### src/rtl/credit_fifo_pkg.sv
// Shared SL3 link constants: register latency of the delay_regs links and the
// receive-buffer credit slack derived from it.
package credit_fifo_pkg;

  localparam int SL3_LINK_LATENCY = 5;
  localparam int SL3_CREDIT_SLACK = 2 * SL3_LINK_LATENCY;

  // Ceiling log2 for elaboration-time sizing.
  function automatic int clog2(input int value);
    int result;
    int remain;
    result = 0;
    remain = value - 1;
    while (remain > 0) begin
      result = result + 1;
      remain = remain >> 1;
    end
    return result;
  endfunction

endpackage

### src/rtl/credit_fifo.sv
// Receive-side elastic buffer behind a delay_regs link: drops din_ready SLACK
// entries early so in-flight words always fit, and serves a FWFT output.
module credit_fifo
  import credit_fifo_pkg::*;
#(
  parameter int WIDTH = 32,
  parameter int DEPTH = 16,
  parameter int SLACK = SL3_CREDIT_SLACK,
  localparam int ADDR_W = clog2(DEPTH)
) (
  input  logic              clk,
  input  logic              arst_n,
  input  logic [WIDTH-1:0]  din,
  input  logic              din_valid,
  output logic              din_ready,
  output logic [WIDTH-1:0]  dout,
  output logic              dout_valid,
  input  logic              dout_ready,
  output logic [ADDR_W:0]   occupancy,
  output logic              overflow
);

  localparam logic [ADDR_W:0]   CNT_ZERO_C = {(ADDR_W+1){1'b0}};
  localparam logic [ADDR_W:0]   CNT_ONE_C  = (ADDR_W+1)'(1);
  localparam logic [ADDR_W:0]   CNT_FULL_C = (ADDR_W+1)'(DEPTH);
  localparam logic [ADDR_W:0]   CNT_THR_C  = (ADDR_W+1)'(DEPTH - SLACK);
  localparam logic [ADDR_W-1:0] PTR_ZERO_C = {ADDR_W{1'b0}};
  localparam logic [ADDR_W-1:0] PTR_ONE_C  = ADDR_W'(1);

  logic [WIDTH-1:0]  mem_r [DEPTH];
  logic [ADDR_W-1:0] wr_ptr_r;
  logic [ADDR_W-1:0] rd_ptr_r;
  logic [ADDR_W:0]   count_r;
  logic [ADDR_W:0]   count_next_s;
  logic              din_ready_r;
  logic              overflow_r;
  logic              rd_s;
  logic              wr_s;
  logic              drop_s;

  // Event decode and next count; a read at full frees the slot for a same-edge write.
  always_comb begin
    rd_s         = 1'b0;
    wr_s         = 1'b0;
    drop_s       = 1'b0;
    count_next_s = count_r;
    rd_s   = (count_r != CNT_ZERO_C) && dout_ready;
    wr_s   = din_valid && ((count_r != CNT_FULL_C) || rd_s);
    drop_s = din_valid && !wr_s;
    case ({wr_s, rd_s})
      2'b10:   count_next_s = count_r + CNT_ONE_C;
      2'b01:   count_next_s = count_r - CNT_ONE_C;
      default: count_next_s = count_r;
    endcase
  end

  // Pointers, count, credit and sticky overflow flag.
  always_ff @(posedge clk or negedge arst_n) begin
    if (!arst_n) begin
      wr_ptr_r    <= PTR_ZERO_C;
      rd_ptr_r    <= PTR_ZERO_C;
      count_r     <= CNT_ZERO_C;
      din_ready_r <= 1'b0;
      overflow_r  <= 1'b0;
    end else begin
      if (wr_s) begin
        wr_ptr_r <= wr_ptr_r + PTR_ONE_C;
      end
      if (rd_s) begin
        rd_ptr_r <= rd_ptr_r + PTR_ONE_C;
      end
      count_r     <= count_next_s;
      din_ready_r <= (count_next_s < CNT_THR_C);
      overflow_r  <= overflow_r | drop_s;
    end
  end

  // Storage array; contents need no reset since dout is masked while empty.
  always_ff @(posedge clk) begin
    if (wr_s) begin
      mem_r[wr_ptr_r] <= din;
    end
  end

  assign dout_valid = (count_r != CNT_ZERO_C);
  assign dout       = dout_valid ? mem_r[rd_ptr_r] : {WIDTH{1'b0}};
  assign din_ready  = din_ready_r;
  assign occupancy  = count_r;
  assign overflow   = overflow_r;

endmodule

### config.mk
export PLATFORM = sky130hd
export DESIGN_NAME = credit_fifo
export DESIGN_NICKNAME = d
export VERILOG_FILES = /design/src/rtl/credit_fifo_pkg.sv /design/src/rtl/credit_fifo.sv
export SDC_FILE = /design/constraint.sdc
export NUM_CORES = 1
export LEC_CHECK = 0
export CORE_MARGIN = 2
export CORE_UTILIZATION = 30
export DETAILED_ROUTE_END_ITERATION = 8
export PLACE_DENSITY = 0.54
export SLEW_MARGIN = 10
export SYNTH_ARGS = -nofsm -noshare
export SYNTH_HDL_FRONTEND = slang
export SYNTH_SLANG_ARGS = --single-unit
### constraint.sdc
create_clock -name clk -period 3.5 [get_ports clk]
set_input_delay 0.7 -clock clk [delete_from_list [all_inputs] [get_ports clk]]
set_output_delay 0.7 -clock clk [all_outputs]
set_load 0.02 [all_outputs]
=== Yosys cells after proc, flatten, opt, wreduce, memory -nomap -nowiden ===
Memories as Yosys holds them, arrays and structs flattened.
Index checks and enable logic that the tools add are counted.

* Equal/unequal tests: 3
* Reductions and logical operators: 6
* Order comparisons: 1
* Add/subtract/negate cells: 4
* Bitwise logic cells: 1
* Multiplexer cells: 4

{| class="wikitable"
|+ Operators by type and width
! operator !! count
|-
| 32-bit 2-to-1 mux || 1
|-
| 5-bit case mux with 2 select lines || 1
|-
| 4-bit by 1-bit adder with 4-bit output (second input constant) || 2
|-
| 5-bit by 1-bit adder with 5-bit output (second input constant) || 1
|-
| 5-bit by 3-bit < comparator with 1-bit output (second input constant) || 1
|-
| 5-bit inequality test (second input constant) || 1
|-
| 5-bit nonzero test || 1
|-
| 5-bit by 1-bit subtractor with 5-bit output (second input constant) || 1
|-
| 1-bit logical AND || 3
|-
| 2-bit by 1-bit equality test with 1-bit output (second input constant) || 1
|-
| 2-bit equality test (second input constant) || 1
|-
| 1-bit 2-to-1 mux || 2
|-
| 1-bit logical NOT || 1
|-
| 1-bit logical OR || 1
|-
| 1-bit OR || 1
|}

* Bits of input ports: 36
* Memories kept: 1
* Register bits: 15
* Output and inout port bits: 40
* Logic and storage cells: 25
* Memory bits (writable): 512

{| class="wikitable"
|+ Memory list
! name !! words !! bits a word !! rd ports !! clocked after Yosys merged registers in !! write ports !! RTL line !! source
|-
| mem_r || 16 || 32 || 1 || 0 || 1 || credit_fifo.sv:30 || <nowiki>logic [WIDTH-1:0] mem_r [DEPTH];</nowiki>
|}

=== Logic depth before layout (Yosys ltp) ===
* Depth after elaboration: 7
* Mapped depth: 11
* Mapped depth without buffers: 10

=== Worst setup path after synthesis ===
Ideal clock, no wire load.

* Path kind: flip-flop to flip-flop
* Start point: register count_r[1], in the netlist occupancy[1]
* End point: memory mem_r[3][0] (enable)
* Setup time: 0.461 ns
* Setup slack: -0.467 ns
* Stages on the path, launching flop included: 6
* Data required time: 3.039 ns
* Period minus slack after synthesis: 3.967 ns
* Path buffers: 1
* Arrival: 3.506 ns
* Cells stage by stage: dfrtp_1 -> buf_2 -> nor4_2 -> a31oi_2 -> nand2_1 -> nor3_1

* Cells in the longest elaborated chain, start to end: 6
* Elaborated cells on any way between the ends: 7
* Those cells by class: eq/ne: 1; mux: 2; reduce/logical: 4

{| class="wikitable"
|+ Ends and longest elaborated chain
! item !! RTL line !! source
|-
| start, declared || credit_fifo.sv:33 || <nowiki>logic [ADDR_W:0] count_r;</nowiki>
|-
| start signal, assigned || credit_fifo.sv:72 || <nowiki>count_r <= count_next_s;</nowiki>
|-
| 5-bit nonzero test || credit_fifo.sv:47 || <nowiki>rd_s = (count_r != CNT_ZERO_C) && dout_ready;</nowiki>
|-
| 1-bit logical AND || credit_fifo.sv:47 ||
|-
| 1-bit logical OR * || credit_fifo.sv:48 || <nowiki>wr_s = din_valid && ((count_r != CNT_FULL_C) || rd_s);</nowiki>
|-
| 1-bit logical AND * || credit_fifo.sv:48 ||
|-
| 1-bit 2-to-1 mux * || credit_fifo.sv:80 || <nowiki>if (wr_s) begin</nowiki>
|-
| 1-bit 2-to-1 mux (not written as such) * || credit_fifo.sv:81 || <nowiki>mem_r[wr_ptr_r] <= din;</nowiki>
|-
| end, declared || credit_fifo.sv:30 ||
|}

Every way passes the cells marked *; elsewhere a longest branch is shown, timed or not.

=== Final worst setup path ===
* Start point: register rd_ptr_r[0]
* End point: output port dout[3]

* Cells in the longest elaborated chain, start to end: 2

{| class="wikitable"
|+ Ends and longest elaborated chain
! item !! RTL line !! source
|-
| start, declared || credit_fifo.sv:32 || <nowiki>logic [ADDR_W-1:0] rd_ptr_r;</nowiki>
|-
| start signal, assigned || credit_fifo.sv:70 || <nowiki>rd_ptr_r <= rd_ptr_r + PTR_ONE_C;</nowiki>
|-
| memory read 16 x 32 bit || n/a ||
|-
| 32-bit 2-to-1 mux || credit_fifo.sv:86 || <nowiki>assign dout = dout_valid ? mem_r[rd_ptr_r] : {WIDTH{1'b0}};</nowiki>
|-
| end, declared || credit_fifo.sv:16 || <nowiki>output logic [WIDTH-1:0] dout,</nowiki>
|}

No other way between the ends.

==> impl_metrics.csv <==
group,metric,value,unit
timing,setup_viol,0,
logic_synthesis,ys_async_sr_fraction,0.0285,
critical_path,worst_path_largest_cell_delay,510,ps
clock_tree,cts-buffers-inserted,54,
power,total_power,20.2,mW
timing,timing.hold.ws,470,ps
power,power_leakage,7.90,nW
timing,fin_skew,23.5,ps
final_layout,areaGrowthSynthToFinish,20.8,%
clock_tree,clock_path_buffers,3,
floorplanning,initial_core_util,0.302,
critical_path,cp_max_fo,19,
logic_synthesis,synth_edf_count,512,
global_routing,grt_pass1_vias,10069,
run_status,status,"complete, no violations",
timing,drv_slew,0,
logic_synthesis,syn_area_per_cell,23.0,µm²
placed_design,dpl.cell_count,1837,
timing,maxSlewHeadroom,0.479,
floorplanning,io_pins,76,
timing,tightestPinTransition,779,ps
final_layout,antennaDiodeCount,0,
final_layout,final_net_count,1073,
power,power_density,826,mW/mm²
timing,hold_viol,0,
logic_synthesis,ys_types,38,
logic_synthesis,syn_nets,923,
placed_design,place.gp.congestion,0.693,
logic_synthesis,synthFlopType,"edfxtp_1",
critical_path,cp_cell_sequence,"buf_12, bufbuf_16, mux4_2, mux2i_1, o22ai_1, dlygate4sd2_1",
floorplanning,fp.coreArea,0.0670,mm²
detailed_routing,routed_via_density,4.90,
critical_path,required,2800,ps
critical_path,cp_slowest_cell,"mux4_2",
clock_tree,cts_tree,"yes",
global_routing,grt_use_total,0.135,
hold_path,min_path_type,"reg -> reg",
floorplanning,die_y,264,µm
placed_design,placed_cell_area,0.0227,mm²
timing,rsz0062_at_grt,"yes",
clock_tree,clock-root-buffer,"clkbuf_16",
critical_path,critPathArrivalTime,2690,ps
final_layout,final_cell_area,0.0245,mm²
placed_design,post-dp-hpwl,25800,µm
floorplanning,dieArea,0.0696,mm²
placed_design,port_buffers,75,
global_routing,antenna_found_initial,1,
logic_synthesis,ys_seq_area_frac,0.777,
detailed_routing,drtAntennaViolNets,0,
detailed_routing,routedWlPerCell,24.2,µm
clock_tree,clk_pin_slew_worst_paths,60,ps
logic_synthesis,synthCells,879,
logic_synthesis,synth_warnings,0,
global_routing,grt_max_degree,43,
detailed_routing,firstDrtPassIters,5,
clock_tree,clock_latency,600,ps
detailed_routing,drc,0,
power,peakVddDrop,0.000388,V
final_layout,final_cells,1938,
detailed_routing,drt_iter0_markers,738,
timing,finalSetupTns,0,ps
final_layout,layout-drive-gt1-share,0.279,
floorplanning,die-width,264,µm
critical_path,start_kind,"flip-flop",
logic_synthesis,synthesis.area,0.0203,mm²
critical_path,critPathCaptureType,"output port",
detailed_routing,num_vias,9497,
critical_path,crit_type,"reg -> out",
flow_run,cap_violations,0,
logic_synthesis,ys_seq_elements,527,
global_routing,grt_overflow,0,
floorplanning,rows,95,
timing,post-route-period-util,0.969,
detailed_routing,detail_route.wirelength,46800,µm
clock_tree,clock-sinks,527,
clock_tree,hold_buffers,0,
critical_path,critPathTopFamily,"buffers and inverters",
timing,fmax,295,MHz
timing,min_period,3390,ps
critical_path,crit_buf_inv,3,
global_routing,grt_pass1_wl,68700,µm
clock_tree,cts-htree-levels,2,
per-layer routing:
layer	up-vias	track usage	wire length [µm]
met3	62	0.0194	1770
met5	-	0	13
met4	2	0.0369	870
li1	4038	-	-
met2	198	0.224	23000
met1	5197	0.186	21100
logic make-up after synthesis:
logic type / Yosys count / share of synthesized area
multiplexers: 195 / 0.176
AO/OA/AOI/OAI: 47 / 0.0161
flip-flops: 527 / 0.777
buffers and inverters: 53 / 0.0119
adder cells (fa/ha/maj): 8 / 0.00494
XOR/XNOR: 10 / 0.00432
AND/OR/NAND/NOR: 39 / 0.00976
cells in the final DEF, fill, tap and decap left out, types with 2 or more instances in the layout:
cell / n
a21oi_1: 4
buf_12: 17
buf_16: 4
buf_4: 41
bufbuf_16: 2
bufinv_16: 2
clkbuf_1: 11
clkbuf_16: 55
clkdlybuf4s50_1: 43
clkinv_1: 10
clkinv_2: 12
dfrtp_1: 12
dfrtp_4: 3
dlygate4sd2_1: 29
dlymetal6s2s_1: 2
edfxtp_1: 512
ha_1: 8
inv_1: 6
inv_6: 2
mux2_2: 2
mux2i_1: 64
mux4_2: 128
nand2_1: 8
nand2b_1: 2
nand4_1: 2
nor2_4: 12
nor3_4: 4
o21ai_0: 2
o22ai_1: 30
o22ai_2: 2
or2_2: 2
xnor2_1: 7
xor2_1: 3
timing repair:
action,CTS,global route
gates cloned,2,1
setup endpoints to repair,32,9
gates resized for setup,38,7
buffers inserted,2,4
power by group:
group          switching, mW  internal [mW]  total [mW]
clock network           2.33           2.96        5.29
logic                   3.70           3.26        6.96
registers              0.334           7.63        7.97
worst register-to-register path, cell delays in order (launching register included):
cell and delay (ps):
dfrtp_1 510, nor4_4 330, buf_4 170, a21oi_1 120, ha_1 300, xor2_1 190, ha_1 230, a21oi_1 170
mux2i_1 270, xor2_1 130, a2111oi_2 320
per-stage QoR:
stage	setup WS, ps	utilization
after detailed placement	247	0.338
after CTS	-126	0.364
final	109	0.365
after global placement	371	0.338
after floorplan	388	-
after global routing	-15.7	0.365
cell type report:
cell class / count / area, µm²
multi-input combinational: 299 / 4430
tap: 873 / 1090
inverter: 6 / 22.5
sequential: 527 / 15800
timing repair buffer: 141 / 1580
fill: 6128 / 42600
clock buffer: 65 / 1390
clock inverter: 27 / 191
final timing paths:
check	slack (ps)	depth (start not counted)	to	startpoint
worst max-delay path	110	6	dout[3]	rd_ptr_r[0]$_DFFE_PN0P_
worst min-delay path	470	1	overflow$_DFF_PN0_	overflow$_DFF_PN0_
worst max register to register	650	10	din_ready$_DFF_PN0_	occupancy[2]$_DFF_PN0_
worst min register to register	470	1	overflow$_DFF_PN0_	overflow$_DFF_PN0_
max in group asynchronous	2350	1	rd_ptr_r[3]$_DFFE_PN0P_	arst_n
min in group asynchronous	560	1	wr_ptr_r[3]$_DFFE_PN0P_	arst_n
registers in the layout, summed over array words and instances, names as in the netlist:
register   count
overflow       1
wr_ptr_r       4
occupancy      5
rd_ptr_r       4
din_ready      1
mem_r        512
cell usage after synthesis, types with 3 or more instances:
master	count	share of area
edfxtp_1	512	0.76
mux4_2	128	0.14
mux2i_1	65	0.032
o22ai_1	32	0.0099
buf_2	24	0.0059
dfrtp_1	15	0.019
buf_1	13	0.0024
nor2_1	12	0.0022
nand2_1	9	0.0017
clkbuf_1	8	0.0015
ha_1	8	0.0049
xnor2_1	7	0.0030
inv_1	6	0.0011
nor3_1	5	0.0012
a21oi_1	4	0.00099
nand2b_1	3	0.00093
xor2_1	3	0.0013
Note: power is estimated with default switching activity, not from simulation.
